File: src/rtl/gray_ptr_receiver_if.sv
// Port bundle for the Gray write-pointer receiver.
// The master side drives the remote write pointer, the local next read pointer
// and the error clear. The slave side returns the read-domain status flags.
interface gray_ptr_receiver_if #(
  parameter int N = 4
);

  // Remote Gray write pointer, asynchronous to the receiving clock.
  logic [N:0] wgptr_async;
  // Local next Gray read pointer, synchronous to the receiving clock.
  logic [N:0] rgptr_next;
  // Synchronous clear of the sticky pointer error.
  logic       err_clr;

  // Registered status returned by the receiver.
  logic       empty;
  logic       almost_empty;
  logic [N:0] level;
  logic       ptr_err;
  logic [N:0] wgptr_sync;

  modport master (
    output wgptr_async,
    output rgptr_next,
    output err_clr,
    input  empty,
    input  almost_empty,
    input  level,
    input  ptr_err,
    input  wgptr_sync
  );

  modport slave (
    input  wgptr_async,
    input  rgptr_next,
    input  err_clr,
    output empty,
    output almost_empty,
    output level,
    output ptr_err,
    output wgptr_sync
  );

endinterface

File: src/rtl/gray_ptr_receiver.sv
// Read-domain receiver for an asynchronous FIFO write pointer.
// A Gray write pointer is brought through a flop chain. It is decoded against
// the local next read pointer to give registered empty, almost-empty and
// occupancy. A sticky error flags pointer steps that are not legal Gray code
// and occupancies that cannot exist.
module gray_ptr_receiver #(
  parameter int N           = 4,
  parameter int SYNC_STAGES = 2,
  parameter int AE_THRESH   = 1
) (
  input logic                clk,
  input logic                rst_n,
  gray_ptr_receiver_if.slave bus
);

  localparam int            PW       = N + 1;
  localparam logic [PW-1:0] AE_LVL   = PW'(AE_THRESH);
  localparam logic [PW-1:0] FULL_LVL = PW'(2 ** N);

  // Gray to binary: the MSB passes through, and each lower bit folds in every bit above it.
  function automatic logic [PW-1:0] gray2bin(input logic [PW-1:0] g);
    logic [PW-1:0] b;
    b[PW-1] = g[PW-1];
    for (int i = PW - 2; i >= 0; i--) begin
      b[i] = b[i+1] ^ g[i];
    end
    return b;
  endfunction

  // True when more than one bit is set. Clearing the lowest set bit leaves a
  // nonzero value only if another bit was also set.
  function automatic logic multi_bit(input logic [PW-1:0] x);
    return (x & (x - PW'(1))) != '0;
  endfunction

  // Synchronizer chain: stage 0 samples the asynchronous pointer. wq_s is the last stage.
  logic [PW-1:0] wq_p [SYNC_STAGES];
  logic [PW-1:0] wq_s;

  // Previous value of wq_s, used to catch illegal multi-bit Gray steps.
  logic [PW-1:0] wq_prev;

  // Combinational decode of both pointers.
  logic [PW-1:0] wbin_s;
  logic [PW-1:0] rbin_next;
  logic [PW-1:0] level_next;
  logic          empty_next;
  logic          ae_next;
  logic          step_err;
  logic          ovf_err;
  logic          err_set;

  // Registered status.
  logic [PW-1:0] level_q;
  logic          empty_q;
  logic          ae_q;
  logic          ptr_err_q;

  // Shift the remote pointer through the synchronizer with no logic between stages.
  always_ff @(posedge clk or negedge rst_n) begin
    if (!rst_n) begin
      for (int i = 0; i < SYNC_STAGES; i++) begin
        wq_p[i] <= '0;
      end
    end else begin
      wq_p[0] <= bus.wgptr_async;
      for (int i = 1; i < SYNC_STAGES; i++) begin
        wq_p[i] <= wq_p[i-1];
      end
    end
  end

  assign wq_s = wq_p[SYNC_STAGES-1];

  // ---- stage boundary: synchronized pointer -> decoded occupancy ----

  // Decode both pointers and form the next-state flags. The subtraction wraps
  // modulo 2^(N+1), so pointer wrap-around needs no special handling.
  always_comb begin
    wbin_s     = gray2bin(wq_s);
    rbin_next  = gray2bin(bus.rgptr_next);
    level_next = wbin_s - rbin_next;
    empty_next = (wq_s == bus.rgptr_next);
    ae_next    = (level_next <= AE_LVL);
    step_err   = multi_bit(wq_s ^ wq_prev);
    ovf_err    = (level_next > FULL_LVL);
    err_set    = step_err || ovf_err;
  end

  // Remember the last synchronized pointer for the Gray-step check.
  always_ff @(posedge clk or negedge rst_n) begin
    if (!rst_n) begin
      wq_prev <= '0;
    end else begin
      wq_prev <= wq_s;
    end
  end

  // Register occupancy and the empty/almost-empty flags on every edge.
  always_ff @(posedge clk or negedge rst_n) begin
    if (!rst_n) begin
      level_q <= '0;
      empty_q <= 1'b1;
      ae_q    <= 1'b1;
    end else begin
      level_q <= level_next;
      empty_q <= empty_next;
      ae_q    <= ae_next;
    end
  end

  // Sticky integrity error: a new error takes priority over a clear in the same cycle.
  always_ff @(posedge clk or negedge rst_n) begin
    if (!rst_n) begin
      ptr_err_q <= 1'b0;
    end else if (err_set) begin
      ptr_err_q <= 1'b1;
    end else if (bus.err_clr) begin
      ptr_err_q <= 1'b0;
    end
  end

  // ---- stage boundary: registered status -> outputs ----

  assign bus.empty        = empty_q;
  assign bus.almost_empty = ae_q;
  assign bus.level        = level_q;
  assign bus.ptr_err      = ptr_err_q;
  assign bus.wgptr_sync   = wq_s;

endmodule
File: src/flat_wrapper.sv
// flat-port wrapper written by rule: the top's interface ports become plain ports
module gray_ptr_receiver_flat 
#(
  parameter int N           = 4,
  parameter int SYNC_STAGES = 2,
  parameter int AE_THRESH   = 1
)
  (clk, rst_n, bus_wgptr_async, bus_rgptr_next, bus_err_clr, bus_empty, bus_almost_empty, bus_level, bus_ptr_err, bus_wgptr_sync);
  gray_ptr_receiver_if #(.N(N)) bus_i ();
  input logic clk;
  input logic rst_n;
  input wire logic [$bits(bus_i.wgptr_async)-1:0] bus_wgptr_async;
  input wire logic [$bits(bus_i.rgptr_next)-1:0] bus_rgptr_next;
  input wire logic [$bits(bus_i.err_clr)-1:0] bus_err_clr;
  output wire logic [$bits(bus_i.empty)-1:0] bus_empty;
  output wire logic [$bits(bus_i.almost_empty)-1:0] bus_almost_empty;
  output wire logic [$bits(bus_i.level)-1:0] bus_level;
  output wire logic [$bits(bus_i.ptr_err)-1:0] bus_ptr_err;
  output wire logic [$bits(bus_i.wgptr_sync)-1:0] bus_wgptr_sync;
  assign bus_i.wgptr_async = bus_wgptr_async;
  assign bus_i.rgptr_next = bus_rgptr_next;
  assign bus_i.err_clr = bus_err_clr;
  assign bus_empty = bus_i.empty;
  assign bus_almost_empty = bus_i.almost_empty;
  assign bus_level = bus_i.level;
  assign bus_ptr_err = bus_i.ptr_err;
  assign bus_wgptr_sync = bus_i.wgptr_sync;
  gray_ptr_receiver #(.N(N), .SYNC_STAGES(SYNC_STAGES), .AE_THRESH(AE_THRESH)) u_core (.clk(clk), .rst_n(rst_n), .bus(bus_i));
endmodule
File: config.mk
export PLATFORM = sky130hd
export DESIGN_NAME = gray_ptr_receiver_flat
export DESIGN_NICKNAME = d
export VERILOG_FILES = /design/src/rtl/gray_ptr_receiver_if.sv /design/src/rtl/gray_ptr_receiver.sv /design/src/flat_wrapper.sv
export SDC_FILE = /design/constraint.sdc
export NUM_CORES = 1
export LEC_CHECK = 0
export CORE_MARGIN = 1
export CORE_UTILIZATION = 50
export CTS_CLUSTER_DIAMETER = 50
export CTS_CLUSTER_SIZE = 40
export DETAILED_ROUTE_END_ITERATION = 10
export PLACE_DENSITY = 0.9
export SYNTH_ARGS = -nofsm -noshare
export SYNTH_HDL_FRONTEND = slang
export SYNTH_SLANG_ARGS = --single-unit
File: constraint.sdc
create_clock -name clk -period 6.43 [get_ports clk]
set_input_delay 0.643 -clock clk [delete_from_list [all_inputs] [get_ports clk]]
set_output_delay 0.643 -clock clk [all_outputs]
set_load 0.005 [all_outputs]
==> flow_metrics.env, run 1 <==
export IMPL_die_w_um=46.4
export IMPL_fmax_mhz=297
export IMPL_endpoint_kind="flip-flop"
export IMPL_fin_crit_sh_pct=52.3
export IMPL_mostFrequentLayoutCell="clkdlybuf4s50_1"
export IMPL_syn_cell_area_um2=987
export IMPL_path_max_fanout=3
export IMPL_met3_wirelength_um=75
export IMPL_place_ws_ps=2740
export IMPL_wl_per_cell_um=11.2
export IMPL_wirelength_met1_um=596
export IMPL_hold_slack_ps=363
export IMPL_cts_buffers=3
export IMPL_syn2layout_area_growth_pct=27.8
export IMPL_num_vias=601
export IMPL_htreeDepth=1
export IMPL_arrival_ps=3560
export IMPL_ios=26
export IMPL_peakVddDrop_uv=278
export IMPL_ys_seq_elements=23
export IMPL_fp_coreArea_um2=1780
export IMPL_grt_use_total_pct=15.9
export IMPL_path_class="in -> reg"
export IMPL_slew_headroom_pct=36.6
export IMPL_row_count=15
export IMPL_finalWorstSetupSlack_ps=3060
export IMPL_die_area_um2=2160
export IMPL_die_h_um=46.4
export IMPL_cts_post_setup_buffers_inserted=0
export IMPL_powerDensity_nw_per_um2=286
export IMPL_cts_root_buf="clkbuf_4"
export IMPL_final_cell_mix="clkdlybuf4s50_1, dfrtp_1, xor2_1"
export IMPL_combPwrFrac_pct=33.1
export IMPL_wl_met2_um=718
export IMPL_start_util_pct=55.4
export IMPL_min_period_ps=3370
export IMPL_grt_max_degree=24
export IMPL_power_switching_mw=0.100
export IMPL_numPortBuffers=25
export IMPL_grt_pass1_wl_um=2350
export IMPL_final_cells=125
export IMPL_clockBufferDepth=2
export IMPL_place_inst=121
export IMPL_rsz0062_at_grt="false"
export IMPL_startpoint_type="input pin"
export IMPL_n_fill_cell=135
export IMPL_n_antenna_cell=0
export IMPL_hold_viol_final=0
export IMPL_cp_endpoint="u_core.bus.ptr_err"
export IMPL_cts_resized=0
export IMPL_netlist_cell_type_count=22
export IMPL_drt_antenna_violating_nets=0
export IMPL_synth_edff_count=0
export IMPL_intPower_mw=0.260
export IMPL_drc_errors=0
export IMPL_sw_frac_of_total_pct=27.9
export IMPL_avgSynthCellArea_um2=13.0
export IMPL_via_per_inst=4.81
export IMPL_yosysWarnings=0
export IMPL_hpwl_um=1130
export IMPL_syn_inst=76
export IMPL_tns_ps=0
export IMPL_drt_pass1_iter_count=4
export IMPL_cap_violations=0
export IMPL_cts_tree="built"
export IMPL_fin_skew_ps=0.851
export IMPL_gp_congestion=0.751
export IMPL_numClockSinks=23
export IMPL_grt_pass1_vias=617
export IMPL_dr_max_layer_used="met4"
export IMPL_drive_gt1_share_pct=6.00
export IMPL_routed_wl_um=1400
export IMPL_antenna_found_initial=0
export IMPL_worstSkewPairLatency_ps=290
export IMPL_worstPathRequired_ps=6630
export IMPL_tightest_slew_ps=949
export IMPL_finalSetupViolCount=0
export IMPL_startpoint="bus_rgptr_next[4]"
export IMPL_cts_hold_buf=0
export IMPL_p_clk_share_pct=18.0
export IMPL_hp_class="reg -> reg"
export IMPL_overflow=0
export IMPL_clk_pin_slew_ps=120
export IMPL_p_leak_nw=0.535
export IMPL_ys_flop_type="dfrtp_1"
export IMPL_async_flop_share_pct=100
export IMPL_total_power_mw=0.360
export IMPL_power_frac_seq_pct=48.9
export IMPL_timing_rr_start="u_core.bus.wgptr_sync[4]"
export IMPL_status="finished, final reports clean"
export IMPL_synth_net_count=94
export IMPL_final_nets=119
export IMPL_r2r_slack_ps=3400
export IMPL_synth_seq_area_share_pct=58.6
export IMPL_drtIter0Drc=6
export IMPL_r2r_cells=11
export IMPL_reg2reg_to="u_core.bus.ptr_err"
export IMPL_maxSlewViolCount=0
==> cell usage after synthesis, types with 2 or more instances <==
library cell   n  area (um2)
dfrtp_1       21         526
xor2_1        12         105
xnor2_1        8        70.1
buf_4          5        37.5
ha_1           4        50.1
nor2_1         4        15.0
inv_1          3        11.3
a21oi_1        2        10.0
dfstp_2        2        52.6
nand2_1        2        7.51
o21ai_0        2        10.0
==> cells by family after synthesis <==
| family | after synthesis | synth area share [%] |
|---|---|---|
| buf+inv | 8 | 4.94 |
| fa+ha+maj | 5 | 7.10 |
| xor+xnor | 20 | 17.7 |
| simple gates | 11 | 5.58 |
| flops | 23 | 58.6 |
| compound gates | 9 | 6.08 |
==> how the worst min path moves through the flow <==
stage                   start                        to  slack, ps  depth (start not counted)
3_3_place_gp   u_core.wq_p[6]  u_core.bus.wgptr_sync[1]        330                          0
3_5_place_dp   u_core.wq_p[6]  u_core.bus.wgptr_sync[1]        340                          0
2_1_floorplan  u_core.wq_p[5]  u_core.bus.wgptr_sync[0]        330                          0
5_1_grt        u_core.wq_p[7]  u_core.bus.wgptr_sync[2]        370                          0
4_1_cts        u_core.wq_p[6]  u_core.bus.wgptr_sync[1]        370                          0
6_report       u_core.wq_p[6]  u_core.bus.wgptr_sync[1]        360                          0
==> flip-flops by register name (all words and copies together), names as in the netlist <==
name                     count
u_core.wq_prev               5
u_core.bus.wgptr_sync        5
u_core.wq_p                  5
u_core.bus.almost_empty      1
u_core.bus.ptr_err           1
u_core.bus.empty             1
u_core.bus.level             5
==> cell type report <==
class / count / area [um2] / share of cell area, %
Clock buffer: 3 / 22.5 / 1.79
Timing Repair Buffer: 25 / 250 / 19.8
Tap cell: 25 / 31.3 / 2.48
Clock inverter: 1 / 7.51 / 0.595
Multi-Input combinational cell: 45 / 360 / 28.6
Inverter: 3 / 11.3 / 0.893
Sequential cell: 23 / 578 / 45.8
==> per-layer routing <==
metal	GRT usage, %	vias to the layer above
met3	4.71	2
met2	29.2	20
met4	5.29	0
met1	16.9	284
met5	0	-
li1	-	295
==> worst max-delay path: stages <==
cell and delay [ps]:
clkdlybuf4s50_1 460, xnor2_1 280, xor2_1 250, xor2_1 330
xnor2_1 170, ha_1 180, inv_1 50, fa_1 410
a21o_1 180, a21oi_1 160, xnor2_1 130, a221o_1 320
==> metrics by stage <==
stage	util (%)	instance area [um2]
2_1_floorplan	-	987
6_report	70.7	1260
3_5_place_dp	69.1	1230
3_3_place_gp	69.1	1230
5_1_grt	70.7	1260
4_1_cts	70.7	1260
==> power groups by stage <==
| stage | combinational [mW] | sequential, mW | clock [mW] |
|---|---|---|---|
| final | 0.119 | 0.176 | 0.0649 |
| after global routing | 0.135 | 0.178 | 0.0739 |
| after CTS | 0.121 | 0.177 | 0.0684 |
| after detailed placement | 0.120 | 0.180 | 0 |
| after global placement | 0.116 | 0.179 | 0 |
| after floorplan | 0.0601 | 0.181 | 0 |
Power figures use the tool's default switching activity.
==> run 2, diff against run 1 <==
- CORE_UTILIZATION: 50 -> 42
- PLACE_DENSITY: 0.9 -> 0.81
- clock period: 6.43 -> 2.8 ns (I/O delays scaled with it)
==> flow_metrics.env, run 2 (same netlist as run 1, synthesis figures left out) <==
export IMPL_status="finished, final reports clean"
export IMPL_cap_violations=0
export IMPL_grt_pass1_vias=626
export IMPL_die_h_um=50.5
export IMPL_fp_coreArea_um2=2210
export IMPL_gp_congestion=0.776
export IMPL_timing_rr_start="u_core.bus.wgptr_sync[4]"
export IMPL_die_area_um2=2550
export IMPL_ios=26
export IMPL_hp_class="reg -> reg"
export IMPL_tns_ps=0
export IMPL_reg2reg_to="u_core.bus.ptr_err"
export IMPL_startpoint_type="flip-flop"
export IMPL_via_per_inst=4.59
export IMPL_wl_per_cell_um=11.5
export IMPL_rsz0062_at_grt="true"
export IMPL_grt_use_total_pct=14.0
export IMPL_n_fill_cell=177
export IMPL_cts_tree="built"
export IMPL_post_route_util_pct=64.6
export IMPL_drive_gt1_share_pct=26.7
export IMPL_hold_viol_final=0
export IMPL_finalWorstSetupSlack_ps=29.1
export IMPL_drt_pass1_iter_count=3
export IMPL_fmax_mhz=361
export IMPL_fin_skew_ps=1.64
export IMPL_endpoint_kind="flip-flop"
export IMPL_drtIter0Drc=8
export IMPL_cts_root_buf="clkbuf_4"
export IMPL_hpwl_um=1230
export IMPL_cts_buffers=3
export IMPL_path_max_fanout=3
export IMPL_overflow=0
export IMPL_powerDensity_nw_per_um2=640
export IMPL_drc_errors=0
export IMPL_mostFrequentLayoutCell="clkdlybuf4s50_1"
export IMPL_grt_max_degree=24
export IMPL_start_util_pct=44.6
export IMPL_n_antenna_cell=0
export IMPL_r2r_slack_ps=30
export IMPL_final_cell_mix="clkdlybuf4s50_1, dfrtp_1, buf_4"
export IMPL_worstPathRequired_ps=2990
export IMPL_arrival_ps=2960
export IMPL_clk_pin_slew_ps=110
export IMPL_worstSkewPairLatency_ps=290
export IMPL_place_ws_ps=-374
export IMPL_numPortBuffers=25
export IMPL_antenna_found_initial=0
export IMPL_drt_antenna_violating_nets=0
export IMPL_startpoint="u_core.bus.wgptr_sync[4]"
export IMPL_finalSetupViolCount=0
export IMPL_min_period_ps=2770
export IMPL_final_nets=135
export IMPL_tightest_slew_ps=931
export IMPL_slew_headroom_pct=37.8
export IMPL_numClockSinks=23
export IMPL_maxSlewViolCount=0
export IMPL_peakVddDrop_uv=437
export IMPL_clockBufferDepth=2
export IMPL_cp_endpoint="u_core.bus.ptr_err"
export IMPL_r2r_cells=11
export IMPL_p_leak_nw=0.629
export IMPL_num_vias=661
export IMPL_routed_wl_um=1660
export IMPL_path_class="reg -> reg"
export IMPL_htreeDepth=1
export IMPL_row_count=17
export IMPL_grt_pass1_wl_um=2680
export IMPL_syn2layout_area_growth_pct=44.7
export IMPL_total_power_mw=0.914
export IMPL_final_cells=144
export IMPL_fin_crit_sh_pct=99.0
export IMPL_place_inst=135
export IMPL_die_w_um=50.5
run 2: changes by cell type in the layout (fill, tap and decap cells not counted), moves of 2 or more:
cell / previous run / this run
buf_4: 0 / 16
xor2_1: 12 / 9
xor2_2: 0 / 3
xnor2_1: 8 / 6
xnor2_2: 0 / 2
run 2: power by group:
part           internal [mW]  total, mW  switching, mW  leakage [nW]
combinational          0.226      0.368          0.142         0.349
clock                 0.0531      0.142         0.0893        0.0177
sequential             0.385      0.404         0.0183         0.262
run 2: stage by stage:
| step | hold WS [ps] | cell area (um2) |
|---|---|---|
| 5_1_grt | 373 | 1430 |
| 4_1_cts | 363 | 1380 |
| 3_5_place_dp | 336 | 1320 |
| 3_3_place_gp | 331 | 1320 |
| 2_1_floorplan | -15.6 | 987 |
| 6_report | 362 | 1430 |
run 2: cell type report:
cell class / instances / area [um2] / area share, %
Timing Repair Buffer: 41 / 370 / 25.9
Clock buffer: 3 / 22.5 / 1.58
Clock inverter: 1 / 5.00 / 0.350
Inverter: 3 / 11.3 / 0.788
Multi-Input combinational cell: 45 / 407 / 28.5
Sequential cell: 23 / 578 / 40.5
Tap cell: 28 / 35.0 / 2.45
run 2: worst min-delay path by stage:
stage / depth (start not counted) / startpoint / slack, ps / endpoint
3_3_place_gp: 0 / u_core.wq_p[7] / 330 / u_core.bus.wgptr_sync[2]
6_report: 0 / u_core.wq_p[5] / 360 / u_core.bus.wgptr_sync[0]
3_5_place_dp: 0 / u_core.wq_p[5] / 340 / u_core.bus.wgptr_sync[0]
5_1_grt: 0 / u_core.wq_p[5] / 370 / u_core.bus.wgptr_sync[0]
2_1_floorplan: 0 / rst_n / -20 / u_core.bus.level[0]
4_1_cts: 0 / u_core.wq_p[5] / 360 / u_core.bus.wgptr_sync[0]
run 2: routing by layer:
| metal | routed length (um) | part of all wire (%) | track usage, % |
|---|---|---|---|
| met5 | 0 | 0 | 0 |
| met1 | 680 | 41 | 17.5 |
| met3 | 70 | 4.2 | 3.03 |
| met2 | 883 | 53 | 24.9 |
| met4 | 21 | 1.3 | 2.78 |
run 2: what timing repair did:
action / CTS / global route
pin swaps: 6 / 7
endpoints found under the setup margin: 2 / 2
resized for setup: 3 / 6
hold endpoints to repair: 0 / 0
gates cloned: 0 / 0
setup buffers: 2 / 3
hold buffers: 0 / 0
run 2: critical path: stages, from the launching register on:
cell     delay, ps
dfrtp_1        430
xor2_2         230
xor2_1         250
xor2_1         260
xnor2_1        160
ha_2           210
inv_2           40
fa_2           340
a21o_1         170
a21oi_2        150
xnor2_2        100
a221o_1        330
==> run 3, diff against run 2 <==
- TNS_END_PERCENT: unset -> 1
==> results of run 3 <==
Final layout, timing and power as in run 2 (identical DEF).
